[src/rtl/key_note_pkg.sv]
// Shared scan codes, FSM encoding and half-period width for the key-to-tone player.
package key_note_pkg;

  localparam int HP_WIDTH = 21;

  localparam logic [7:0] KEY_Q           = 8'h15;
  localparam logic [7:0] KEY_W           = 8'h1D;
  localparam logic [7:0] KEY_E           = 8'h24;
  localparam logic [7:0] KEY_R           = 8'h2D;
  localparam logic [7:0] KEY_T           = 8'h2C;
  localparam logic [7:0] KEY_Y           = 8'h35;
  localparam logic [7:0] KEY_U           = 8'h3C;
  localparam logic [7:0] KEY_I           = 8'h43;
  localparam logic [7:0] KEY_O           = 8'h44;
  localparam logic [7:0] KEY_P           = 8'h4D;
  localparam logic [7:0] KEY_OPEN_BRACE  = 8'h54;
  localparam logic [7:0] KEY_CLOSE_BRACE = 8'h5B;

  localparam logic [7:0] BREAK_CODE = 8'hF0;
  localparam logic [7:0] EXT_CODE   = 8'hE0;

  typedef enum logic [1:0] {
    IDLE    = 2'd0,
    BRK     = 2'd1,
    EXT     = 2'd2,
    EXT_BRK = 2'd3
  } state_e;

endpackage

[src/rtl/key_note_lookup.sv]
// Key-to-note lookup: scan code to tone half period in microseconds, C4..G5; 0 = unmapped.
module key_note_lookup
  import key_note_pkg::*;
(
  input  logic [7:0]          data,
  output logic [HP_WIDTH-1:0] half_period
);

  always_comb begin
    half_period = '0;
    case (data)
      KEY_Q:           half_period = HP_WIDTH'(1911);
      KEY_W:           half_period = HP_WIDTH'(1703);
      KEY_E:           half_period = HP_WIDTH'(1517);
      KEY_R:           half_period = HP_WIDTH'(1432);
      KEY_T:           half_period = HP_WIDTH'(1276);
      KEY_Y:           half_period = HP_WIDTH'(1136);
      KEY_U:           half_period = HP_WIDTH'(1012);
      KEY_I:           half_period = HP_WIDTH'(956);
      KEY_O:           half_period = HP_WIDTH'(851);
      KEY_P:           half_period = HP_WIDTH'(758);
      KEY_OPEN_BRACE:  half_period = HP_WIDTH'(716);
      KEY_CLOSE_BRACE: half_period = HP_WIDTH'(638);
      default:         half_period = '0;
    endcase
  end

endmodule

[src/rtl/key_note_player.sv]
// Monophonic, last-key-wins tone player: tracks PS/2 make/break/extended prefixes
// and drives a square wave on speaker while the latched key is held.
module key_note_player
  import key_note_pkg::*;
#(
  parameter int PRESCALE = 50,
  parameter int HP_WIDTH = key_note_pkg::HP_WIDTH
) (
  input  logic       clk,
  input  logic       reset,
  input  logic [7:0] scan_code,
  input  logic       scan_valid,
  output logic       speaker,
  output logic       playing,
  output logic [7:0] active_key
);

  localparam int PS_W = (PRESCALE > 1) ? $clog2(PRESCALE) : 1;

  state_e              state, state_nxt;
  logic [HP_WIDTH-1:0] lookup_hp;
  logic [HP_WIDTH-1:0] half_period;
  logic [HP_WIDTH-1:0] period_cnt;
  logic [PS_W-1:0]     prescaler;
  logic                start_note;
  logic                stop_note;
  logic                tick;

  key_note_lookup u_lookup (
    .data        (scan_code),
    .half_period (lookup_hp)
  );

  always_ff @(posedge clk) begin
    if (reset) state <= IDLE;
    else       state <= state_nxt;
  end

  always_comb begin
    state_nxt = state;
    if (scan_valid) begin
      case (state)
        IDLE: begin
          if (scan_code == BREAK_CODE)    state_nxt = BRK;
          else if (scan_code == EXT_CODE) state_nxt = EXT;
          else                            state_nxt = IDLE;
        end
        BRK:     state_nxt = IDLE;
        EXT:     state_nxt = (scan_code == BREAK_CODE) ? EXT_BRK : IDLE;
        EXT_BRK: state_nxt = IDLE;
        default: state_nxt = IDLE;
      endcase
    end
  end

  // Prefix bytes are unmapped, so a nonzero lookup alone marks a playable key.
  always_comb begin
    start_note = 1'b0;
    stop_note  = 1'b0;
    if (scan_valid) begin
      case (state)
        IDLE:    start_note = (lookup_hp != '0) && (scan_code != active_key);
        BRK:     stop_note  = (scan_code == active_key);
        default: ;
      endcase
    end
  end

  assign tick = (prescaler == PS_W'(PRESCALE - 1));

  // Tone stage: a key change restarts from phase 0 with speaker forced low.
  always_ff @(posedge clk) begin
    if (reset) begin
      playing     <= 1'b0;
      active_key  <= 8'h00;
      half_period <= '0;
      prescaler   <= '0;
      period_cnt  <= '0;
      speaker     <= 1'b0;
    end else if (start_note) begin
      playing     <= 1'b1;
      active_key  <= scan_code;
      half_period <= lookup_hp;
      prescaler   <= '0;
      period_cnt  <= '0;
      speaker     <= 1'b0;
    end else if (stop_note) begin
      playing     <= 1'b0;
      active_key  <= 8'h00;
      half_period <= '0;
      prescaler   <= '0;
      period_cnt  <= '0;
      speaker     <= 1'b0;
    end else if (playing) begin
      prescaler <= tick ? '0 : prescaler + PS_W'(1);
      if (tick) begin
        if (period_cnt == half_period - HP_WIDTH'(1)) begin
          period_cnt <= '0;
          speaker    <= ~speaker;
        end else begin
          period_cnt <= period_cnt + HP_WIDTH'(1);
        end
      end
    end else begin
      prescaler  <= '0;
      period_cnt <= '0;
      speaker    <= 1'b0;
    end
  end

endmodule
[config.mk]
export PLATFORM = sky130hd
export DESIGN_NAME = key_note_player
export DESIGN_NICKNAME = d
export VERILOG_FILES = /design/src/rtl/key_note_pkg.sv /design/src/rtl/key_note_lookup.sv /design/src/rtl/key_note_player.sv
export SDC_FILE = /design/constraint.sdc
export NUM_CORES = 1
export LEC_CHECK = 0
export ABC_AREA = 1
export BUFFER_PORTS_ARGS = -buffer_cell sky130_fd_sc_hd__buf_2
export CELL_PAD_IN_SITES_DETAIL_PLACEMENT = 1
export CELL_PAD_IN_SITES_GLOBAL_PLACEMENT = 2
export CORE_MARGIN = 4
export CORE_UTILIZATION = 31
export DETAILED_ROUTE_END_ITERATION = 10
export PLACE_DENSITY = 0.74
export SLEW_MARGIN = 25
export SYNTH_ARGS = -nofsm -noshare
export SYNTH_HDL_FRONTEND = slang
export SYNTH_SLANG_ARGS = --single-unit
[constraint.sdc]
create_clock -name clk -period 1.95 [get_ports clk]
set_input_delay 0.195 -clock clk [delete_from_list [all_inputs] [get_ports clk]]
set_output_delay 0.195 -clock clk [all_outputs]
set_load 0.005 [all_outputs]
==> results.py <==
metrics = {
    "timing": {
        "clock_skew_ns": 0.01525,
        "clock.fmax_mhz": 531.3,
        "layout_setup_ws_ns": 0.06775,
        "finalCritPeriodShare_pct": 96.53,
        "rsz0062_at_grt": "yes",
        "setup_viol": 0,
        "min_period_ns": 1.882,
        "slew_violations": 0,
        "maxSlewHeadroom_pct": 64.42,
        "worst_slew_pin_slew_ns": 0.5264,
        "hold_violations": 0,
        "tns_ns": 0,
    },
    "grt": {
        "grt_antenna_before_repair": 0,
        "grt_overflow": 0,
        "grt_pass1_wl_um": 15450,
        "grt_use_total_pct": 14.85,
        "grt_pass1_vias": 3190,
        "grt_max_degree": 21,
    },
    "logic_synthesis": {
        "synth_most_common_cell": "nand2_1",
        "ys.flop_type": "dfxtp_1",
        "synth_cell_types": 41,
        "synth_top_cell_area_share_pct": 30.42,
        "synth_seq_area_share_pct": 30.42,
        "synth_area_per_cell_um2": 6.987,
        "synth.area.top_cells": "dfxtp_1, nand2_1, nor2_1, inv_1, nand3_1",
        "synth-edff-count": 0,
        "synthTopCellsByCount": "nand2_1, nor2_1, inv_1",
        "synth_area_mm2": 0.003291,
        "ys_async_sr_fraction_pct": 0,
        "synthCells": 471,
        "synthesis.nets": 486,
        "synth.largest_area_cell": "dfxtp_1",
        "synth_seq_cells": 50,
        "yosysWarningCount": 0,
    },
    "worst_setup_path": {
        "slowest_delay_ns": 0.34,
        "worst-setup-path-type": "flop to flop",
        "critPathMaxFanout": 20,
        "critPathRequiredTime_ns": 2.16,
        "startpoint_type": "flop",
        "path_cells": "inv_2 -> buf_4 -> nand2_2 -> nor2_4 -> buf_4 -> xor2_2 -> nand3_1 -> nor2_2 -> nand4_1 -> nand2_2 -> buf_12 -> nor2_1",
        "slowest_stage": "dfxtp_2",
        "crit_arrival_ns": 2.09,
        "cp-end-kind": "flop",
    },
    "power": {
        "ir_worst_vdd_v": 0.0002788,
        "p_comb_share_pct": 8.1,
        "p_int_mw": 1.322,
        "seq_power_share_pct": 58.3,
        "power.switching_mw": 0.4411,
        "power.total_mw": 1.763,
        "p_sw_share_pct": 25.02,
        "power_frac_clock_pct": 33.5,
        "power_leakage_nw": 1.676,
        "pwr_density_cell_mw_per_mm2": 440.9,
    },
    "clock_network": {
        "clk_path_buf_depth": 2,
        "cts_inserted_buffers": 5,
        "clk_pin_slew_ns": 0.10,
        "insertion_delay_ns": 0.30,
        "cts.sinks": 50,
        "root_buffer": "clkbuf_8",
        "cts_tree": "yes",
        "clock_tree.htree_level_count": 2,
    },
    "route": {
        "post_drt_via_cell_ratio": 4.597,
        "route.detailed.drc": 0,
        "ant_nets": 0,
        "wl_um": 8759,
        "via_count": 3071,
        "first_pass_iters": 4,
        "avgRoutedWirePerCell_um": 13.11,
        "drt_iter0_markers": 68,
    },
    "finish": {
        "final_layout_size_suffix_gt1_share_pct": 32.14,
        "num_antenna_cells": 0,
        "synthToLayoutAreaGrowth_pct": 21.52,
        "nNetsFinal": 547,
        "final_util_pct": 38.73,
    },
    "place": {
        "numPortBuffers": 20,
        "dp_hpwl_um": 7202,
        "place_ws_ns": -0.1256,
        "routabilityCongestion": 0.7732,
    },
    "die": {
        "die_w_um": 111.0,
        "start_util_pct": 31.87,
        "die_area_mm2": 0.01233,
        "row_count": 37,
        "core_area_mm2": 0.01032,
        "io_pins": 21,
        "fp.dieH_um": 111.0,
    },
    "run": {
        "maxCapViolations": 0,
    },
    "status": {
        "outcome": "complete, no violations",
    },
    "hold_path": {
        "hold_path.class": "input pin to flop",
    },
}
[repair_timing]
action	4_1_cts	5_1_grt
buffers inserted	0	6
hold buffers	0	0
gates cloned	0	0
pin swaps	3	7
setup endpoints to repair	21	33
resized for setup	18	18
[through the flow]
stage / hold slack (ns) / cells / instance area, um2
2_1_floorplan: 0.3426 / 471 / 3291
3_3_place_gp: 0.4869 / 655 / 3765
3_5_place_dp: 0.4938 / 655 / 3765
4_1_cts: 0.1708 / 662 / 3900
5_1_grt: 0.1851 / 668 / 3999
6_report: 0.1824 / 668 / 3999
[power groups by stage]
| stage | logic, mW | registers (mW) | clock network (mW) |
|---|---|---|---|
| 3_5_place_dp | 0.139 | 1.05 | 0 |
| 4_1_cts | 0.140 | 1.03 | 0.631 |
| 5_1_grt | 0.161 | 1.03 | 0.667 |
| 6_report | 0.144 | 1.03 | 0.591 |
| 2_1_floorplan | 0.0924 | 1.05 | 0 |
| 3_3_place_gp | 0.137 | 1.05 | 0 |
[registers in the layout, indices dropped and copies added (netlist names)]
register     cells
prescaler        6
playing          1
speaker          1
state            2
half_period     11
active_key       8
period_cnt      21
[metal layers]
layer	part of all wire (%)	GRT usage, %	routed length, um	vias to the layer above
met2	46	24.19	4010	16
li1	-	-	-	1613
met1	52	21.15	4533	1436
met3	1.8	2.402	154	6
met4	0.67	2.190	59	0
met5	0	0	0	-
[worst max-delay path: cells and delay by family (launching register included)]
family                 cells  cell delay, ns
buffers and inverters      4            0.47
XOR/XNOR                   1            0.16
AND/OR/NAND/NOR            7            0.81
flip-flops                 1            0.34
[path summary, 6_finish.rpt]
path / slack [ns] / startpoint / to / depth (start not counted)
min reg2reg: 0.50 / active_key[1] / active_key[1] / 2
min: 0.18 / scan_valid / state[0] / 3
max reg2reg: 0.07 / half_period[0] / period_cnt[13] / 12
max: 0.07 / half_period[0] / period_cnt[13] / 12
[cell type report]
cell class              count  area (um2)
fillers                  1302        6325
multi-input cells         349        2058
flip-flops and latches     50        1006
repair buffers             63       447.9
inverters                  63       236.5
well taps                 136       170.2
clock buffers               6       72.57
clock inverters             1       7.507
[cell usage in the layout, fill, tap and decap left out, drive strengths merged, types with 3 or more instances in the layout]
master and count:
a21oi 12, buf 63, clkbuf 6, dfxtp 50
ha 4, inv 63, nand2 119, nand3 42
nand3b 3, nand4 10, nor2 74, nor3 19
o21ai 26, xnor2 12, xor2 15
[cells by family after synthesis]
logic type,count (synthesis),share of synthesized area [%]
AO/OA/AOI/OAI,41,7.947
XOR/XNOR,27,7.186
adder cells (fa/ha/maj),4,1.521
buffers and inverters,72,9.809
flip-flops,50,30.42
AND/OR/NAND/NOR,277,43.12
Power figures use the tool's default switching activity.
